## config.mk

```make
export PLATFORM = sky130hd
export DESIGN_NAME = pc_branch_unit
export DESIGN_NICKNAME = d
export VERILOG_FILES = /design/src/rtl/pc_branch_unit_pkg.sv /design/src/rtl/branch_decide.sv /design/src/rtl/pc_branch_unit.sv
export SDC_FILE = /design/constraint.sdc
export NUM_CORES = 1
export LEC_CHECK = 0
export CAP_MARGIN = 10
export CORE_ASPECT_RATIO = 1.4
export CORE_MARGIN = 5
export CORE_UTILIZATION = 30
export DETAILED_ROUTE_END_ITERATION = 10
export HOLD_SLACK_MARGIN = 0.1
export PLACE_DENSITY = 0.58
export SLEW_MARGIN = 20
export SYNTH_ARGS = -nofsm -noshare
export SYNTH_HDL_FRONTEND = slang
export SYNTH_SLANG_ARGS = --single-unit
```

## constraint.sdc

```tcl
create_clock -name clock -period 9.05 [get_ports clock]
set_input_delay 1.81 -clock clock [delete_from_list [all_inputs] [get_ports clock]]
set_output_delay 1.81 -clock clock [all_outputs]
set_load 0.05 [all_outputs]
```

## src/rtl/pc_branch_unit_pkg.sv

```systemverilog
// Shared definitions for the PC / branch unit: branch funct3 encodings,
// FSM state encoding and the default reset PC.
package pc_branch_unit_pkg;

   localparam logic [31:0] DefaultResetPc = 32'h0100_0000;

   localparam logic [2:0] F3Beq  = 3'b000;
   localparam logic [2:0] F3Bne  = 3'b001;
   localparam logic [2:0] F3Blt  = 3'b100;
   localparam logic [2:0] F3Bge  = 3'b101;
   localparam logic [2:0] F3Bltu = 3'b110;
   localparam logic [2:0] F3Bgeu = 3'b111;

   // Number of unstalled cycles spent squashing IF/ID after a redirect.
   localparam logic [1:0] FlushCycles = 2'd2;

   typedef enum logic [1:0] {
      StRun   = 2'd0,
      StFlush = 2'd1,
      StHalt  = 2'd2
   } pcState_t;

endpackage

```

## src/rtl/branch_decide.sv

```systemverilog
// Combinational branch decision and target generation for the EX-stage op.
module branch_decide
   import pc_branch_unit_pkg::*;
(
   input  logic        isBranch,
   input  logic        isJal,
   input  logic        isJalr,
   input  logic [2:0]  funct3,
   input  logic [31:0] exPc,
   input  logic [31:0] imm,
   input  logic [31:0] rs1,
   input  logic        brEq,
   input  logic        brLt,
   output logic        brUn,
   output logic        branchTaken,
   output logic        redirectReq,
   output logic [31:0] target
);

   logic        condMet;
   logic [31:0] sum;

   always_comb begin
      brUn = isBranch && ((funct3 == F3Bltu) || (funct3 == F3Bgeu));

      condMet = 1'b0;
      case (funct3)
         F3Beq:          condMet = brEq;
         F3Bne:          condMet = !brEq;
         F3Blt, F3Bltu:  condMet = brLt;
         F3Bge, F3Bgeu:  condMet = !brLt;
         default:        condMet = 1'b0;
      endcase

      branchTaken = isBranch && condMet;
      redirectReq = isJal || isJalr || branchTaken;

      sum    = (isJalr ? rs1 : exPc) + imm;
      target = isJalr ? {sum[31:1], 1'b0} : sum;
   end

endmodule

```

## src/rtl/pc_branch_unit.sv

```systemverilog
// Fetch PC register, redirect/flush/halt FSM and branch statistics counters.
module pc_branch_unit
   import pc_branch_unit_pkg::*;
#(
   parameter logic [31:0] RESET_PC = DefaultResetPc,
   parameter int unsigned CNT_W    = 16
) (
   input  logic              clock,
   input  logic              reset,
   input  logic              ex_valid,
   input  logic              stall,
   input  logic              ex_is_branch,
   input  logic              ex_is_jal,
   input  logic              ex_is_jalr,
   input  logic [2:0]        ex_funct3,
   input  logic [31:0]       ex_pc,
   input  logic [31:0]       ex_imm,
   input  logic [31:0]       ex_rs1,
   input  logic              BrEq,
   input  logic              BrLT,
   output logic              BrUn,
   output logic [31:0]       pc,
   output logic              flush,
   output logic              halted,
   output logic              misalign_err,
   output logic [CNT_W-1:0]  taken_cnt,
   output logic [CNT_W-1:0]  branch_cnt
);

   localparam logic [CNT_W-1:0] CntOne = {{(CNT_W-1){1'b0}}, 1'b1};
   localparam logic [CNT_W-1:0] CntMax = {CNT_W{1'b1}};

   pcState_t         stateQ, stateD;
   logic [31:0]      pcQ, pcD;
   logic [1:0]       flushCntQ, flushCntD;
   logic             misalignQ, misalignD;
   logic [CNT_W-1:0] takenCntQ, takenCntD;
   logic [CNT_W-1:0] branchCntQ, branchCntD;

   logic        branchTaken;
   logic        redirectReq;
   logic [31:0] target;
   logic        accept;
   logic        redirect;

   branch_decide u_decide (
      .isBranch    (ex_is_branch),
      .isJal       (ex_is_jal),
      .isJalr      (ex_is_jalr),
      .funct3      (ex_funct3),
      .exPc        (ex_pc),
      .imm         (ex_imm),
      .rs1         (ex_rs1),
      .brEq        (BrEq),
      .brLt        (BrLT),
      .brUn        (BrUn),
      .branchTaken (branchTaken),
      .redirectReq (redirectReq),
      .target      (target)
   );

   // Only RUN accepts EX ops; stall never blocks an accepted op.
   assign accept   = ex_valid && (stateQ == StRun);
   assign redirect = accept && redirectReq;

   always_comb begin
      stateD     = stateQ;
      pcD        = pcQ;
      flushCntD  = flushCntQ;
      misalignD  = 1'b0;
      takenCntD  = takenCntQ;
      branchCntD = branchCntQ;

      unique case (stateQ)
         StRun: begin
            if (redirect) begin
               if (target[1:0] == 2'b00) begin
                  pcD       = target;
                  stateD    = StFlush;
                  flushCntD = FlushCycles;
               end else begin
                  misalignD = 1'b1;
                  stateD    = StHalt;
               end
            end else if (!stall) begin
               pcD = pcQ + 32'd4;
            end
         end
         StFlush: begin
            if (!stall) begin
               pcD       = pcQ + 32'd4;
               flushCntD = flushCntQ - 2'd1;
               if (flushCntQ <= 2'd1) begin
                  stateD = StRun;
               end
            end
         end
         StHalt: begin
         end
         default: stateD = StRun;
      endcase

      if (accept && ex_is_branch && (branchCntQ != CntMax)) begin
         branchCntD = branchCntQ + CntOne;
      end
      if (accept && branchTaken && (takenCntQ != CntMax)) begin
         takenCntD = takenCntQ + CntOne;
      end
   end

   always_ff @(posedge clock) begin
      if (reset) begin
         stateQ     <= StRun;
         pcQ        <= RESET_PC;
         flushCntQ  <= 2'd0;
         misalignQ  <= 1'b0;
         takenCntQ  <= '0;
         branchCntQ <= '0;
      end else begin
         stateQ     <= stateD;
         pcQ        <= pcD;
         flushCntQ  <= flushCntD;
         misalignQ  <= misalignD;
         takenCntQ  <= takenCntD;
         branchCntQ <= branchCntD;
      end
   end

   assign pc           = pcQ;
   assign flush        = (stateQ != StRun);
   assign halted       = (stateQ == StHalt);
   assign misalign_err = misalignQ;
   assign taken_cnt    = takenCntQ;
   assign branch_cnt   = branchCntQ;

endmodule

```

# == Yosys cells after proc, flatten, opt, wreduce, memory -nomap -nowiden ==
# Cells that the tools add are included.
# word_totals
register_bits,69
mem_count,0
mem_bits_rw,0
rom_bits,0
elab_cells,70
latchBits,0
input_bits,108
out_inout_bits,68
# op_classes
n_mul,0
add_sub_neg,5
n_bitwise,3
n_shift,0
div_mod_pow,0
order_cmp,1
eq_ne,14
n_reduce_logical,24
n_mux,17
# op_table
op,n
32-bit 2-to-1 mux,4
32-bit case mux with 2 select lines,1
16-bit by 1-bit adder with 16-bit output (second input constant),2
32-bit by 3-bit adder with 32-bit output (second input constant),1
32-bit adder,1
16-bit != test (second input constant),2
2-bit 2-to-1 mux,7
3-bit equality test (second input constant),4
1-bit logical AND,8
4-bit AND reduction,2
2-bit != test (second input constant),3
2-bit case mux with 3 select lines,1
2-bit logical NOT,2
1-bit case mux with 4 select lines,1
2-bit case mux with 2 select lines,1
2-bit nonzero test,2
2-bit OR reduction,2
3-bit by 1-bit equality test with 1-bit output (second input constant),1
3-bit logical NOT,1
1-bit logical OR,3
3-bit by 2-bit != test with 1-bit output (second input constant),1
1-bit NOT,3
3-bit OR reduction,1
2-bit by 1-bit equality test with 1-bit output (second input constant),1
7 further kinds,9

# == Logic depth before layout (Yosys ltp) ==
# Gate-level depths: netlist (run 1).
# depth
depth_word,8
ltp_mapped,13

# == Hierarchy ==
# From an unflattened synthesis (run 1), not the netlist that was laid out.
# unflattened
hier_cells,762
hier_area_um2,6017.0
# modules_own_cells
module,area_each_um2,n_inst,cells_each,seq_area_each_um2
pc_branch_unit,3867.5,1,489,1381.3
branch_decide,2149.6,1,273,0.0

# == Least setup slack after synthesis (run 1) ==
# Ideal clock, no wire load.
# synth_path
kind,input to register
from,in ex_is_jalr
to,"reg pcQ[28], in the netlist pc[28]"
required_ps,8980
path_stages,13
setup_ps,70
n_path_buf,2
path_slack_ps,3859
t_arrival_ps,5121
cell_sequence,clkbuf_1 clkbuf_1 mux2_2 ha_1 fa_1 a21o_1 a221o_1 a21oi_1 o31a_1 a21oi_1 a41oi_1 mux2_2 a21oi_1
# synth_via
elab_chain_cells,6
word_cells_on_any_way,12
# synth_rtl
item,line,text
from (decl),pc_branch_unit.sv:14,"input logic ex_is_jalr,"
32-bit 2-to-1 mux,branch_decide.sv:38,sum = (isJalr ? rs1 : exPc) + imm;
32-bit adder,branch_decide.sv:38,
1-bit 2-to-1 mux,branch_decide.sv:39,"target = isJalr ? {sum[31:1], 1'b0} : sum;"
2-bit logical NOT,pc_branch_unit.sv:77,if (target[1:0] == 2'b00) begin
3-bit by 2-bit != test with 1-bit output (no line),n/a,
2-bit AND reduction (no line),n/a,
to (signal assigned),pc_branch_unit.sv:121,pcQ <= pcD;
to (decl),pc_branch_unit.sv:34,"logic [31:0] pcQ, pcD;"
# Parallel ways exist; a longest one is shown, timed or not. The select of a mux whose other input is x is not followed.
# A chain may end at the register's enable or synchronous reset.

# == Worst setup path in the final report (run 1) ==
# layout_path
from,in ex_is_jalr
to,"reg pcQ[27], in the netlist pc[27]"
# The elaborated chain is that of the path after synthesis.

==> results of run 1 <==
==> worst max-delay path, stage by stage <==
cell	delay (ns)
sky130_fd_sc_hd__buf_2	0.66
sky130_fd_sc_hd__mux2_2	0.42
sky130_fd_sc_hd__ha_1	0.21
sky130_fd_sc_hd__fa_1	0.55
sky130_fd_sc_hd__o21ai_0	0.19
sky130_fd_sc_hd__o311ai_4	0.91
sky130_fd_sc_hd__nor2_1	0.30
sky130_fd_sc_hd__buf_4	0.28
sky130_fd_sc_hd__a31oi_1	0.17
sky130_fd_sc_hd__o41a_1	0.16
sky130_fd_sc_hd__a21oi_1	0.06
==> kinds of logic after synthesis <==
logic type / count (synthesis)
buf+inv: 41
simple gates: 270
xor+xnor: 53
compound gates: 205
flops: 69
mux: 37
fa+ha+maj: 36
==> final timing paths <==
kind,start,endpoint,depth (start not counted)
worst max-delay path,ex_is_jalr,pc[27]$_SDFFE_PP0P_,11
worst max register to register,stateQ[1]$_SDFFE_PP0P_,pc[27]$_SDFFE_PP0P_,8
worst min-delay path,pc[0]$_SDFFE_PP0P_,pc[0]$_SDFFE_PP0P_,1
worst min register to register,pc[0]$_SDFFE_PP0P_,pc[0]$_SDFFE_PP0P_,1
==> through the flow <==
stage                     total power, W  util (%)  std cells  hold slack (ns)
after floorplan                 0.000708         -        711            0.475
after global placement          0.000875      40.5       1100            0.485
after detailed placement        0.000876      40.5       1100            0.471
after CTS                        0.00125      42.2       1116            0.480
after global routing             0.00131      42.2       1116            0.498
final                            0.00123      42.2       1116            0.478
==> metal layers <==
| layer | part of all wire (%) | GRT usage (%) |
|---|---|---|
| met2 | 52 | 28.1 |
| met4 | 0.91 | 4.15 |
| met3 | 5.5 | 3.17 |
| met1 | 42 | 18.9 |
| met5 | 0 | 0 |
==> cell usage in the layout (no fill, tap or decap), types with 13 or more instances in the layout <==
cell,netlist,final
sky130_fd_sc_hd__a21o_1,15,15
sky130_fd_sc_hd__a21oi_1,70,70
sky130_fd_sc_hd__nor2_1,75,75
sky130_fd_sc_hd__nor3_1,25,25
sky130_fd_sc_hd__nand3_1,39,39
sky130_fd_sc_hd__a31oi_1,17,17
sky130_fd_sc_hd__clkdlybuf4s50_1,0,173
sky130_fd_sc_hd__xnor2_1,17,17
sky130_fd_sc_hd__o21ai_0,45,45
sky130_fd_sc_hd__dfxtp_1,69,69
sky130_fd_sc_hd__mux2_2,33,33
sky130_fd_sc_hd__ha_1,35,35
sky130_fd_sc_hd__xor2_1,36,36
sky130_fd_sc_hd__nand2_1,58,58
sky130_fd_sc_hd__and3_1,13,13
==> final cells by class <==
cell class	count	area, sq um
Timing Repair Buffer	178	1760
Fill cell	1903	10700
Sequential cell	69	1380
Clock buffer	11	253
Inverter	8	30.0
Multi-Input combinational cell	601	4000
Tap cell	244	305
Clock inverter	5	58.8
==> flip-flops by register name (all words and copies together) (netlist names) <==
signal / count
taken_cnt: 16
branch_cnt: 16
stateQ: 2
misalign_err: 1
flushCntQ: 2
pc: 32
==> report_power, final <==
| group | total, W | switching [W] | internal [W] |
|---|---|---|---|
| logic | 0.000500 | 0.000295 | 0.000205 |
| clock network | 0.000367 | 0.000139 | 0.000228 |
| registers | 0.000367 | 0.0000367 | 0.000331 |
==> metrics.md, run 1 <==
| Metric | Value |
|---|---|
| Overflow left after global routing | 0 |
| Main synth FF type | sky130_fd_sc_hd__dfxtp_1 |
| DRC violation total after the first TritonRoute iteration | approximately 320 |
| Worst clock skew | between 0.006 and 0.007 ns |
| Resized cells post-CTS | 0 |
| Critical path arrival | 5.74 ns |
| Via count of the first global-routing pass | about 5500 |
| Category of the worst setup path capture point | flop |
| RePlAce Congestion | ~0.81 |
| Clk sinks | roughly 70 |
| Pins Over Slew Limit | 0 |
| Starting Density | 30.2% |
| Simple logic cell fraction of the synthesized area | 23.7% |
| Unique cell type count in the Yosys netlist | 70 |
| Worst slew margin relative to its limit | 29.4% |
| Critical path fanouts, max | 35 |
| Cell taking the most area after synthesis | sky130_fd_sc_hd__dfxtp_1 |
| Adder-cell share of the synthesized area | under 10% |
| Ratio of final minimum period to clock period | 61.3% |
| Data required time at the worst endpoint | between 9 and 10 ns |
| Diodes inserted | 0 |
| Buffers added on ports | ~180 |
| Fraction of final layout cells with drive strength greater than 1 | under 10% |
| Die X | 125 microns |
| Share of the synthesized area in the top cell type | roughly a quarter |
| Cells after Synth | 711 |
| Number of remaining DRC errors | 0 |
| Post-synth EDFFs | 0 |
| Run status | complete, no violations |
| Setup slack, reg-to-reg | 5.84 ns |
| Transition time at the pin with the least slew margin | 1.06 ns |
| Total wire length | 17300 microns |
| Endpoints failing hold | 0 |
| Upper clock frequency limit | 0.180 GHz |
| Cell area power density | 159 nW/um^2 |
| Post-layout net count | around 1000 |
| Top cells by area, synth | sky130_fd_sc_hd__dfxtp_1 (25%), sky130_fd_sc_hd__ha_1 (7.9%), sky130_fd_sc_hd__mux2_2 (6.7%), sky130_fd_sc_hd__a21oi_1 (6.3%), sky130_fd_sc_hd__xor2_1 (5.7%) |
| Growth of design area from synthesis to finish | 39.8% |
| Synth cell count leaders | sky130_fd_sc_hd__nor2_1 (75), sky130_fd_sc_hd__a21oi_1 (70), sky130_fd_sc_hd__dfxtp_1 (69), sky130_fd_sc_hd__nand2_1 (58), sky130_fd_sc_hd__o21ai_0 (45) |
| Std-Cell Rows | a little under 60 |
| Core Footprint | roughly 18000 sq um |
| Start-to-end type of the worst setup path | input port to flop |
| Final worst path period need | 5.55 ns |
| Register area share after synthesis | approximately 25% |
| Remaining antenna violation count after routing | 0 |
| Post-synthesis mux area share | around 7.4% |
| CTS tree | done |
| Most repeated cell in the gate-level netlist after synthesis | sky130_fd_sc_hd__nor2_1 |
| Number of setup violations in the final report | 0 |
| Largest net degree at the start of global routing | 71 |
| Flop and latch count out of synthesis | between 60 and 70 |
| IR drop worst, VDD | about 0.089 mV |
| Max-Cap Viols | 0 |
| Combinational family with the most area after synthesis | compound AO/OA/AOI/OAI gates |
| Type of the worst min-delay path | flop to flop |
| Placed inst area | about 7500 sq um |
| First-pass GRT wire length | ~28000 microns |
| Library cell used as clock root buffer | sky130_fd_sc_hd__clkbuf_16 |
| Post-Synth XOR/XNOR Area | 8.33% |
| Avg WL per Cell | between 15 and 20 microns |
| Vertical die dimension | ~170 microns |
| CTS Buf Count | 9 |
| Cell area after synthesis | 5570 sq um |
| Setup Fix Bufs, Post-CTS | 0 |
| Number of detailed-routing iterations run before antenna repair | 4 |
| Compound-gate portion of the synthesized area | 23.9% |
| Maximum buffer depth of the clock tree | 2 |
| Clock latency at the later pin of the worst-skew pair | 0.34 ns |
| Max H-tree Level | 3 |
| Count of vias placed by the detailed router | approximately 5700 |
| Startpoint types | input port |
| Count of hold buffers inserted by post-cts repair | 0 |
| Final-layout setup total negative slack | 0 ns |
| Ports placed on the boundary | 176 |
| DIE AREA | ~21000 sq um |
| Worst setup slack after placement | roughly 3.2 ns |
| Antenna violations before repair | 0 |
| Avg Synthesized Cell Area | approximately 8 sq um |
| Synthesized netlist net count | approximately 860 |
| Fraction of synthesis flops using an asynchronous set or reset pin | 0% |
| RSZ-0062 raised after global routing | no |
| HPWL Detailed | ~13000 microns |
| Static Leak | approximately 2.9 nW |
| Final Cell Area | roughly 7800 sq um |
| Setup slack of the critical path after layout | between 3 and 4 ns |
| Vias/cell | 5.15 |
| Register clock-pin slew on the reported worst setup and hold paths | about 0.060 ns |
| Global-route usage over all layers | 15.6% |
| Syn. warnings | 0 |
No activity file was read; power rests on OpenSTA's default activity.
==> run 2: changes to the inputs <==
Settings changed: PLACE_DENSITY 0.58 to 0.6.
Clock period 9.05 ns to 4.9 ns, I/O delays scaled along.
==> run 2 against run 1 <==
  * Flip-flop and latch count unchanged
  * Hold slack about the same
  * Clock power increased by 94%
  * Count of clock-buffer cells in the layout did not move
  * Core utilization up 0.32 points
  * Combinational power grew 87%
  * Die area is the same
  * Register-to-register slack worse by 3.7 ns
  * Clock skew is 0.00084 ns higher
  * Final cell count increased by 0.54%
  * Largest cell class unchanged
==> metrics.md, run 2 (synthesis results as in run 1) <==
| Metric | Value |
|---|---|
| Library cell used as clock root buffer | sky130_fd_sc_hd__clkbuf_16 (unchanged) |
| Number of setup violations in the final report | 0 (unchanged) |
| Largest incremental delay on the critical path | 0.42 ns (was 0.91 ns) |
| Total wire length | 17200 microns (was 17300 microns) |
| Internal power component | 0.00146 W (was 0.000764 W) |
| Chain of cells forming the critical path | buf_2, mux2_2, ha_1, fa_1, a21o_1, a221o_1, a21oi_1, buf_4, o31a_1, a21oi_1, a41oi_1, mux2_2, a21oi_1 (was buf_2, mux2_2, ha_1, fa_1, o21ai_0, o311ai_4, nor2_1, buf_4, a31oi_1, o41a_1, a21oi_1) |
| Ratio of final minimum period to clock period | 81.5% |
| Transition time at the pin with the least slew margin | 0.735 ns (was 1.06 ns) |
| Overflow left after global routing | 0 (unchanged) |
| Highest-count cells in the layout ignoring fill and taps | sky130_fd_sc_hd__clkdlybuf4s50_1 (173), sky130_fd_sc_hd__nor2_1 (75), sky130_fd_sc_hd__a21oi_1 (70) (unchanged) |
| First-pass GRT wire length | 27600 microns (was 27700 microns) |
| Maximum buffer depth of the clock tree | 2 (unchanged) |
| Max-Cap Viols | 0 (unchanged) |
| Worst slew margin relative to its limit | 51.0% (was 29.4%) |
| Data required time at the worst endpoint | 5.17 ns (was 9.24 ns) |
| Fraction of final layout cells with drive strength greater than 1 | 9.23% (was 8.72%) |
| Critical path fanouts, max | 16 (was 35) |
| Upper clock frequency limit | 0.251 GHz |
| Core Footprint | 18500 sq um (unchanged) |
| Switching fraction of total power | 37.2% (was 38.1%) |
| Resized cells post-CTS | 0 (unchanged) |
| Cell area power density | 296 nW/um^2 (was 159 nW/um^2) |
| HPWL Detailed | 13600 microns (was 13400 microns) |
| Remaining antenna violation count after routing | 0 (unchanged) |
| Final worst path period need | around 4 ns |
| Starting Density | 30.2% (unchanged) |
| Static Leak | 2.89 nW (was 2.85 nW) |
| Category of the worst setup path capture point | flop (unchanged) |
| Clk sinks | 69 (unchanged) |
| Number of detailed-routing iterations run before antenna repair | 5 (was 4) |
| Area of the multi-input gates | 3990 sq um (was 4000 sq um) |
| Antenna violations before repair | 0 (unchanged) |
| Type of the worst min-delay path | flop to flop (unchanged) |
| Start-to-end type of the worst setup path | input port to flop (unchanged) |
| CTS Buf Count | 9 (unchanged) |
| Run status | complete, no violations (unchanged) |
| Switching power summed over all nets | 0.000866 W (was 0.000471 W) |
| Avg WL per Cell | 15.4 microns (was 15.5 microns) |
| Final-layout setup total negative slack | 0 ns (unchanged) |
| RePlAce Congestion | 0.804 (was 0.806) |
| Sequential cell area | 1380 sq um (unchanged) |
| Top cell by count, worst path | sky130_fd_sc_hd__a21oi_1 |
| Sequential group share of total power | 29.1% (was 29.7%) |
| Vias/cell | 5.16 (was 5.15) |
| Worst clock skew | 0.00727 ns (was 0.00643 ns) |
| Library cell contributing the largest single delay on the critical path | sky130_fd_sc_hd__fa_1 (was sky130_fd_sc_hd__o311ai_4) |
| Growth of design area from synthesis to finish | 40.8% (was 39.8%) |
| CTS tree | done (unchanged) |
| Count of vias placed by the detailed router | 5789 (was 5742) |
| RSZ-0062 raised after global routing | no (unchanged) |
| Count of hold buffers inserted by post-cts repair | 0 (unchanged) |
| DIE AREA | 21400 sq um (unchanged) |
| Final Util | 42.5% (was 42.2%) |
| Combinational share of power | 40.3% (was 40.5%) |
| DRC violation total after the first TritonRoute iteration | 234 (was 322) |
| Largest net degree at the start of global routing | 38 (was 71) |
| Die X | 125 microns (unchanged) |
| Setup Fix Bufs, Post-CTS | 0 (unchanged) |
| Most common library cell in the layout ignoring fill and taps | sky130_fd_sc_hd__clkdlybuf4s50_1 (unchanged) |
| Setup slack, reg-to-reg | 2.17 ns (was 5.84 ns) |
| WHS | 0.478 ns (about the same) |
| Buffers added on ports | 175 (unchanged) |
| Filler cells | 1900 (was 1903) |
| Critical path arrival | 4.26 ns (was 5.74 ns) |
| Endpoints failing hold | 0 (unchanged) |
| Largest delay contributor family on the critical path | compound AO/OA/AOI/OAI gates (unchanged) |
| Pins Over Slew Limit | 0 (unchanged) |
| Clock latency at the later pin of the worst-skew pair | 0.33 ns (was 0.34 ns) |
| Number of remaining DRC errors | 0 (unchanged) |
| Register clock-pin slew on the reported worst setup and hold paths | 0.06 ns (about the same) |
| Startpoint types | input port (unchanged) |
| Bufs and invs on worst path | 2 (unchanged) |
| Max H-tree Level | 3 (unchanged) |
| Clock power share | 30.7% (was 29.7%) |
| IR drop worst, VDD | 0.148 mV (was 0.0893 mV) |
| Via count of the first global-routing pass | 5550 (was 5479) |
| Number of flip-flops in the largest register | 32 (unchanged) |
| Ports placed on the boundary | 176 (unchanged) |
| Diodes inserted | 0 (unchanged) |
| Std-Cell Rows | 59 (unchanged) |
| Global-route usage over all layers | 15.5% (was 15.6%) |
| Vertical die dimension | 171 microns (unchanged) |
| Post-layout net count | 1017 (was 1011) |
## run 2: routing by layer
layer | track usage (%) | vias to the layer above | part of all wire (%)
li1 | - | 2951 | -
met1 | 18.3 | 2645 | 42
met2 | 28.4 | 180 | 51
met3 | 3.36 | 13 | 5.6
met4 | 3.92 | 0 | 1.3
met5 | 0 | - | 0
## run 2: through the flow
stage               instance area (sq um)  std cells  setup WS, ns  power (W)
finish                               7850       1122         0.908    0.00232
global route                         7850       1122         0.661    0.00246
CTS                                  7850       1122         0.870    0.00235
detailed placement                   7520       1106         0.536    0.00163
global placement                     7520       1106         0.565    0.00162
floorplan                            5570        711         0.539    0.00131
## run 2: worst paths after layout
| kind | startpoint | to | depth (start not counted) |
|---|---|---|---|
| max | ex_is_jalr | pc[28]$_SDFFE_PP0P_ | 13 |
| min reg2reg | pc[1]$_SDFFE_PP0P_ | pc[1]$_SDFFE_PP0P_ | 1 |
| min | pc[1]$_SDFFE_PP0P_ | pc[1]$_SDFFE_PP0P_ | 1 |
| max reg2reg | stateQ[1]$_SDFFE_PP0P_ | taken_cnt[9]$_SDFFE_PP0P_ | 8 |
## run 2: final cells by class
cell class / count / area share [%]
clock buffer: 11 / 3.09
tap: 244 / 3.89
multi-input combinational: 601 / 50.9
timing repair buffer: 184 / 23.1
clock inverter: 5 / 1.07
sequential: 69 / 17.6
inverter: 8 / 0.383
## run 2: worst register-to-register path, cell delays in order (launching register included)
cell,delay (ns)
sky130_fd_sc_hd__dfxtp_1,0.45
sky130_fd_sc_hd__nor3b_2,0.43
sky130_fd_sc_hd__nand2_1,0.26
sky130_fd_sc_hd__a311oi_4,0.45
sky130_fd_sc_hd__nand4_1,0.29
sky130_fd_sc_hd__nor2_1,0.36
sky130_fd_sc_hd__nand4_1,0.15
sky130_fd_sc_hd__xor2_1,0.16
sky130_fd_sc_hd__nor2_1,0.05
## run 2: power groups by stage
stage | clock network, W | logic [W] | registers, W
floorplan | 0 | 0.000488 | 0.000819
global placement | 0 | 0.000938 | 0.000687
detailed placement | 0 | 0.000941 | 0.000688
CTS | 0.000729 | 0.000944 | 0.000675
global route | 0.000757 | 0.00102 | 0.000685
finish | 0.000713 | 0.000936 | 0.000676
==> run 3: changes to the inputs <==
Settings changed: PLACE_DENSITY 0.6 to 0.58.
Clock period 4.9 ns to 3.8 ns, I/O delays scaled along.
==> run 3 against run 2 <==
  * Combinational power is 38% higher
  * Final cell count grew 3.6%
  * Die area is the same
  * Global-route usage rose by 1.2 points
  * Flip-flop and latch count did not move
  * Power is 35% higher
  * Non-clock buffer count increased by 40
  * Critical path type unchanged
  * Highest routed layer unchanged
==> metrics.md, run 3 (synthesis results as in run 1) <==
| Metric | Value |
|---|---|
| Die X | 125 microns (unchanged) |
| Overflow left after global routing | 0 (unchanged) |
| Critical path arrival | 3.88 ns (was 4.26 ns) |
| Resized cells post-CTS | 0 (unchanged) |
| Static Leak | 3.11 nW (was 2.89 nW) |
| Pins Over Slew Limit | 0 (unchanged) |
| Start-to-end type of the worst setup path | input port to flop (unchanged) |
| Register clock-pin slew on the reported worst setup and hold paths | 0.06 ns (about the same) |
| Ports placed on the boundary | 176 (unchanged) |
| Clk sinks | 69 (unchanged) |
| Number of setup violations in the final report | 0 (unchanged) |
| Avg WL per Cell | 15.8 microns (was 15.4 microns) |
| CTS tree | done (unchanged) |
| Cell count after placement | 1146 (was 1106) |
| Worst clock skew | 0.00608 ns (was 0.00727 ns) |
| Highest-count cells in the layout ignoring fill and taps | sky130_fd_sc_hd__clkdlybuf4s50_1 (173), sky130_fd_sc_hd__nor2_1 (75), sky130_fd_sc_hd__a21oi_1 (69), sky130_fd_sc_hd__dfxtp_1 (69), sky130_fd_sc_hd__nand2_1 (58) (was sky130_fd_sc_hd__clkdlybuf4s50_1 (173), sky130_fd_sc_hd__nor2_1 (75), sky130_fd_sc_hd__a21oi_1 (70)) |
| Capturing point of the worst reg2reg path | pc[20]$_SDFFE_PP0P_ (was taken_cnt[9]$_SDFFE_PP0P_) |
| RePlAce Congestion | 0.827 (was 0.804) |
| Upper clock frequency limit | between 0.2 and 0.3 GHz |
| IR drop worst, VDD | 0.180 mV (was 0.148 mV) |
| Final instance count without filler cells | 1162 (was 1122) |
| Startpoint types | input port (unchanged) |
| Library cell used as clock root buffer | sky130_fd_sc_hd__clkbuf_16 (unchanged) |
| Most common library cell in the layout ignoring fill and taps | sky130_fd_sc_hd__clkdlybuf4s50_1 (unchanged) |
| RSZ-0062 raised after global routing | no (unchanged) |
| Number of remaining DRC errors | 0 (unchanged) |
| Vias/cell | 5.12 (was 5.16) |
| Worst slew margin relative to its limit | 45.3% (was 51.0%) |
| Clock latency at the later pin of the worst-skew pair | 0.34 ns (was 0.33 ns) |
| Number of flip-flops in the largest register | 32 (unchanged) |
| Max-Cap Viols | 0 (unchanged) |
| Maximum buffer depth of the clock tree | 2 (unchanged) |
| WHS | 0.484 ns (was 0.478 ns) |
| Critical path fanouts, max | 3 (was 16) |
| Antenna violations before repair | 0 (unchanged) |
| Type of the worst min-delay path | flop to flop (unchanged) |
| DIE AREA | 21400 sq um (unchanged) |
| Reg2Reg Depth | 8 (unchanged) |
| First-pass GRT wire length | 29400 microns (was 27600 microns) |
| Via count of the first global-routing pass | 5856 (was 5550) |
| Data required time at the worst endpoint | 4.07 ns (was 5.17 ns) |
| Count of hold buffers inserted by post-cts repair | 0 (unchanged) |
| Critical path origin | ex_rs1[0] (was ex_is_jalr) |
| Endpoints failing hold | 0 (unchanged) |
| CTS Buf Count | 9 (unchanged) |
| Number of detailed-routing iterations run before antenna repair | 5 (unchanged) |
| Growth of design area from synthesis to finish | 47.0% (was 40.8%) |
| Setup Fix Bufs, Post-CTS | 0 (unchanged) |
| Transition time at the pin with the least slew margin | 0.821 ns (was 0.735 ns) |
| Vertical die dimension | 171 microns (unchanged) |
| Run status | complete, no violations (unchanged) |
| Max H-tree Level | 3 (unchanged) |
| Buffers added on ports | 175 (unchanged) |
| HPWL Detailed | 14500 microns (was 13600 microns) |
| Cell area power density | 383 nW/um^2 (was 296 nW/um^2) |
| Total wire length | 18300 microns (was 17200 microns) |
| Diodes inserted | 0 (unchanged) |
| Std-Cell Rows | 59 (unchanged) |
| Starting Density | 30.2% (unchanged) |
| Setup slack, reg-to-reg | 1.30 ns (was 2.17 ns) |
| Remaining antenna violation count after routing | 0 (unchanged) |
| Global-route usage over all layers | 16.6% (was 15.5%) |
| Ratio of final minimum period to clock period | 95.1% |
| Post-layout net count | 1057 (was 1017) |
| Core Footprint | 18500 sq um (unchanged) |
| Crit path capture | pc[28]$_SDFFE_PP0P_ (unchanged) |
| Worst R2R Start | pc[2]$_SDFFE_PP0P_ (was stateQ[1]$_SDFFE_PP0P_) |
| Count of vias placed by the detailed router | 5946 (was 5789) |
| DRC violation total after the first TritonRoute iteration | 238 (was 234) |
| Final worst path period need | approximately 3.6 ns |
| Category of the worst setup path capture point | flop (unchanged) |
| Fraction of final layout cells with drive strength greater than 1 | 13.4% (was 9.23%) |
| Largest net degree at the start of global routing | 41 (was 38) |
[run 3: cell count changes in the layout (fill, tap and decap cells not counted), sizes merged]
cell      change
buf          +40
bufinv        +1
clkbuf        -2
clkinv        +3
clkinvlp      -2
[run 3: worst min-delay path by stage]
stage                         startpoint                   endpoint  depth (start not counted)
6_report              pc[0]$_SDFFE_PP0P_         pc[0]$_SDFFE_PP0P_                          1
5_1_grt               pc[0]$_SDFFE_PP0P_         pc[0]$_SDFFE_PP0P_                          1
4_1_cts               pc[0]$_SDFFE_PP0P_         pc[0]$_SDFFE_PP0P_                          1
3_5_place_dp          pc[0]$_SDFFE_PP0P_         pc[0]$_SDFFE_PP0P_                          1
3_3_place_gp          pc[0]$_SDFFE_PP0P_         pc[0]$_SDFFE_PP0P_                          1
2_1_floorplan  flushCntQ[1]$_SDFFE_PP0P_  flushCntQ[1]$_SDFFE_PP0P_                          2
[run 3: report_power, final]
part	total (W)	internal [W]	leakage [nW]	switching [W]
Combinational	0.00129	0.000566	2.38	0.000728
Sequential	0.000872	0.000787	0.561	0.0000846
Clock	0.000968	0.000638	0.169	0.000330
Total	0.00313	0.00199	3.11	0.00114
[run 3: final cells by class]
cell class | instances | area, sq um
clock buffer | 9 | 225
clock inverter | 7 | 114
fill | 1908 | 10300
inverter | 8 | 30.0
multi-input combinational | 601 | 4000
sequential | 69 | 1380
tap | 244 | 305
timing repair buffer | 224 | 2130
[run 3: metal layers]
layer	routed length [microns]	track usage (%)	share of wire (%)	vias to the layer above
li1	-	-	-	3023
met1	7560	18.7	41	2773
met2	9570	31.5	52	130
met3	839	3.20	4.6	20
met4	349	5.47	1.9	0
met5	0	0	0	-
[run 3: stage by stage]
step | power, W | util [%] | area (sq um) | worst slack, ns | setup TNS (ns)
floorplan | 0.00169 | - | 5590 | 0.0317 | 0
global placement | 0.00218 | 42.5 | 7850 | -0.188 | -0.260
finish | 0.00313 | 44.4 | 8190 | 0.188 | 0
global route | 0.00331 | 44.4 | 8190 | 0.00680 | 0
CTS | 0.00317 | 44.4 | 8190 | 0.153 | 0
detailed placement | 0.00219 | 42.5 | 7850 | -0.199 | -0.522
[run 3: critical path, stage by stage]
cell and delay, ns:
sky130_fd_sc_hd__clkdlybuf4s50_1 0.39, sky130_fd_sc_hd__mux2_2 0.27, sky130_fd_sc_hd__ha_1 0.20, sky130_fd_sc_hd__fa_1 0.44, sky130_fd_sc_hd__a21o_1 0.22, sky130_fd_sc_hd__a221o_1 0.33
sky130_fd_sc_hd__a21oi_2 0.23, sky130_fd_sc_hd__o31a_1 0.21, sky130_fd_sc_hd__a21oi_1 0.12, sky130_fd_sc_hd__a41oi_1 0.24, sky130_fd_sc_hd__mux2_2 0.35, sky130_fd_sc_hd__a21oi_1 0.12
==> RTL change 1, RTL diff (config.mk and constraints of run 3) <==
The 3 states of `pcState_t` get a one-hot encoding in 3 bits.
--- a/src/rtl/pc_branch_unit_pkg.sv
+++ b/src/rtl/pc_branch_unit_pkg.sv
@@ -16,6 +16,6 @@
 
-   typedef enum logic [1:0] {
-      StRun   = 2'd0,
-      StFlush = 2'd1,
-      StHalt  = 2'd2
+   typedef enum logic [2:0] {
+      StRun   = 3'b001,
+      StFlush = 3'b010,
+      StHalt  = 3'b100
    } pcState_t;
Function: no difference found for any inputs over 4 cycles, from zero or initial values and one cycle with reset high; so few cycles prove little.
==> RTL change 1 against run 3 <==
- clock skew rose by 1.8 ps
- synthesized cell count rose by 2.8%
- sequential cell count rose by 1
- setup slack improved by 99 ps
- final area rose by 0.81%
- global-route usage fell by 0.57 points
- routed wire length fell by 1.5%
- area after synthesis rose by 3.1%
- total power rose by 12%
==> RTL change 1: results (changes against run 3) <==
antenna fix cells=0 (unchanged); WL per Instance=15.31 um (-2.9%); Slew HR=0.5416 (+0.08864); largest cells by area after synthesis=dfxtp_1 24%, ha_1 7.6%, a21oi_1 6.9%, mux2_2 6.1%, nor2_1 4.8%; CP max FO=3 (unchanged); dpl ws=-27.51 ps (+171.3 ps); DR iter-0 viols=244 (+2.5%); Setup Skew=7.846 ps (+1.761 ps); # hold bufs at CTS=0 (unchanged); DP HPWL=14.30 mm (-1.6%); syn_nets=875 (+2.3%); vias in the first global route=6027 (+2.9%); Routability Congestion=0.8443 (+2.1%); TritonRoute pass-1 iters=4 (-1); top post-synthesis cells by count=79 x a21oi_1, 74 x nor2_1, 70 x dfxtp_1, 67 x nand2_1, 43 x o21ai_0; CP top delay family=compound AO/OA/AOI/OAI gates; largest net degree at the start of global routing=61 (+49%); Netlist cell types=78 (+11%); Seq/Total Area, Yosys=0.2440 (-0.003967); Slowest cell on crit path=fa_1; share of cells above drive strength 1=0.1290 (-0.004955); Leak Pwr=3.141 nW (+1.1%); crit-path max cell delay=420 ps (-20 ps); Vias/cell=5.044 (-1.4%); Placed Cells=1162 (+1.4%); WL final=18.04 mm (-1.5%); gr usage total=0.1606 (-0.005743); dpl cell area=7946 um2 (+1.2%); outcome=completed; Avg Cell Area, Syn=7.858 um2 (+0.28%); nets=1069 (+1.1%); Post-synth top flop=dfxtp_1; first-pass GRT wire length=29.66 mm (+0.94%); postcts setup bufs=0 (unchanged); VDD IR-drop max=246.5 uV (+37%)
RTL change 1: cell count changes after synthesis, sizes merged, moves of 5 or more:
cell   before  now
nand2      59   69
a21oi      70   80
nand4      12   17
xor2       36   29
inv         8   18
a31oi      17    5
nand3      39   34
nor3       25   15
RTL change 1: per-layer routing:
layer | track usage | vias to the layer above | part of all wire
met5 | 0 | - | 0
met4 | 0.02907 | 0 | 0.0052
met3 | 0.03637 | 7 | 0.057
met2 | 0.3008 | 123 | 0.52
met1 | 0.1858 | 2735 | 0.42
li1 | - | 3077 | -
RTL change 1: final timing paths:
check                     startpoint                  end  slack, ps  cells past startpoint
hold / removal    pc[0]$_SDFFE_PP0P_   pc[0]$_SDFFE_PP0P_        480                      1
setup reg to reg  pc[8]$_SDFFE_PP0P_  pc[28]$_SDFFE_PP0P_       1370                      8
setup / recovery           ex_rs1[0]  pc[30]$_SDFFE_PP0P_        290                     12
hold reg to reg   pc[0]$_SDFFE_PP0P_   pc[0]$_SDFFE_PP0P_        480                      1
RTL change 1: kinds of logic (layout without fill, tap and decap cells):
group	after synthesis	count (layout)	share of synthesized area
and+or+nand+nor	276	276	0.2455
xor gates and xnor gates	50	50	0.07624
AOI/OAI and AO/OA	214	214	0.2448
adders and majority gates	36	36	0.07972
buffers and inverters	48	247	0.03746
muxes	37	37	0.07231
DFF	70	70	0.2440
RTL change 1: area by class of cell:
type	instances	area [um2]
Multi-Input combinational cell	613	4128
Inverter	18	67.56
Clock inverter	6	68.82
Timing Repair Buffer	213	2039
Fill cell	2002	10810
Sequential cell	70	1401
Clock buffer	10	239.0
Tap cell	248	310.3
RTL change 1: power by group:
part,internal [mW],switching [mW],total (mW)
Sequential,0.826,0.130,0.956
Combinational,0.696,0.994,1.69
Clock,0.531,0.337,0.867
==> RTL change 2, RTL diff (config.mk and constraints of run 3) <==
Made on the original files. Set the parameter `CNT_W` to 32 (it was 16).
--- a/src/rtl/pc_branch_unit.sv
+++ b/src/rtl/pc_branch_unit.sv
@@ -5,3 +5,3 @@
    parameter logic [31:0] RESET_PC = DefaultResetPc,
-   parameter int unsigned CNT_W    = 16
+   parameter int unsigned CNT_W    = 32
 ) (
Ports: changed (resized branch_cnt and taken_cnt); port bits go from 176 to 208. No check against the original RTL was run, so the function may have changed too.
==> RTL change 2 against run 3 <==
- register-to-register slack worse by 230 ps
- area after synthesis up 23%
- largest power group unchanged
- final area rose by 22%
- routed wire length increased by 22%
- total power grew 7.0%
- largest cell class unchanged
- sequential cell count grew 32
- die area is 22% higher
- final cell count is 22% higher
- setup slack lost 72 ps
- first-iteration DRC count increased by 16%
==> RTL change 2: results (changes against run 3) <==
CTS clock-pin slew for the worst setup and hold paths=70 ps; fillcell total=2322 (+22%); Placed Cells=1400 (+22%); WL per Instance=15.76 um (about the same); hold crit path type=reg -> reg; Routability Congestion=0.8203 (-0.83%); WL final=22.32 mm (+22%); DR iter-0 viols=276 (+16%); Seq/Total Area, Yosys=0.2940 (+0.04606); Slowest cell on crit path=clkdlybuf4s50_1; Arrival @ worst endpoint=3970 ps (+90 ps); IO buf count=207 (+18%); CTS Root Buffer Type=clkbuf_16; gr usage total=0.1662 (about the same); top post-synthesis cells by count=110 x nor2_1, 101 x dfxtp_1, 76 x a21oi_1, 60 x nand2_1, 49 x xor2_1; clk_lat worst skew=360 ps (+20 ps); CTS buffer count=9 (unchanged); TritonRoute pass-1 iters=4 (-1); Slew HR=0.5413 (+0.08838); outcome=completed; DP HPWL=17.65 mm (+21%); vias in the first global route=7202 (+23%); CP top delay family=compound AO/OA/AOI/OAI gates; share of cells above drive strength 1=0.1166 (-0.01739); Clock Path Buffers=2 (unchanged); postcts setup bufs=0 (unchanged); Int Pwr=2.135 mW (+7.2%); largest net degree at the start of global routing=64 (+56%); crit-path max cell delay=390 ps (-50 ps); VDD IR-drop max=162.6 uV (-9.9%); Vias/cell=5.061 (-1.1%); CP max FO=2 (-1); nets=1254 (+19%); largest cells by area after synthesis=dfxtp_1 29%, ha_1 6.4%, xor2_1 6.2%, nor2_1 6.0%, a21oi_1 5.5%; initial antenna violation count=1 (+1); H-tree level count=3 (unchanged); Post-synth ARST share=0 (unchanged); Ys Warns=0 (unchanged); Setup Skew=9.198 ps (+3.114 ps); Leak Pwr=3.838 nW (+24%); syn_nets=1012 (+18%); first-pass GRT wire length=35.32 mm (+20%); synthesized netlist cell count=868 (+22%)
RTL change 2: cell types whose count changed after synthesis, moves of 13 or more:
cell,delta
dfxtp_1,+32
inv_1,+13
clkbuf_1,+14
and3_1,+19
xor2_1,+13
nor2_1,+35
xnor2_1,+13
RTL change 2: layer usage:
layer / routed length (um) / share of wire / track usage
met4: 369 / 0.017 / 0.04183
met3: 1734 / 0.078 / 0.04678
met1: 8873 / 0.40 / 0.1810
met5: 13 / 0.00058 / 0
met2: 11330 / 0.51 / 0.3109
RTL change 2: final timing paths:
kind                            cells after the start  slack, ps                       start                         end
worst max-delay path                               14        120                    ex_pc[0]         pc[24]$_SDFFE_PP1P_
worst min-delay path                                1        480          pc[1]$_SDFFE_PP0P_          pc[1]$_SDFFE_PP0P_
worst max register to register                      9       1070  taken_cnt[15]$_SDFFE_PP0P_  taken_cnt[25]$_SDFFE_PP0P_
worst min register to register                      1        480          pc[1]$_SDFFE_PP0P_          pc[1]$_SDFFE_PP0P_
RTL change 2: cell families after synthesis:
| group | after synthesis | share of synthesized area |
|---|---|---|
| buffers and inverters | 59 | 0.03256 |
| AOI/OAI and AO/OA | 213 | 0.1957 |
| xor gates and xnor gates | 79 | 0.1006 |
| muxes | 37 | 0.06040 |
| adders and majority gates | 36 | 0.06658 |
| and+or+nand+nor | 343 | 0.2501 |
| DFF | 101 | 0.2940 |
RTL change 2: power by group through the flow:
stage / sequential, mW / combinational (mW) / clock, mW
detailed placement: 1.21 / 1.21 / 0
floorplan: 1.35 / 0.562 / 0
global placement: 1.21 / 1.21 / 0
global route: 1.20 / 1.31 / 1.03
finish: 1.19 / 1.21 / 0.952
CTS: 1.19 / 1.22 / 0.987
RTL change 2: what timing repair did:
item | CTS | global route
endpoints found under the setup margin | 0 | 3
hold buffers | 0 | 0
resized for setup | 0 | 3
RTL change 2: cell type report:
cell class                      instances  share of cell area
Clock inverter                          6            0.006512
Clock buffer                           10             0.02392
Multi-Input combinational cell        708              0.4671
Tap cell                              301             0.03770
Sequential cell                       101              0.2024
Inverter                               21            0.007890
Timing Repair Buffer                  269              0.2545
RTL change 2: through the flow:
step | cell area [um2] | utilization | TNS [ps] | hold WS (ps) | worst slack [ps]
detailed placement | 9678 | 0.4281 | -1315 | 468.4 | -283.4
global route | 9991 | 0.4419 | 0 | 493.5 | 2.017
global placement | 9678 | 0.4281 | -1134 | 463.1 | -278.7
finish | 9991 | 0.4419 | 0 | 475.9 | 116.2
floorplan | 6919 | - | -79.53 | 475.6 | -79.53
CTS | 9982 | 0.4415 | 0 | 479.3 | 93.16
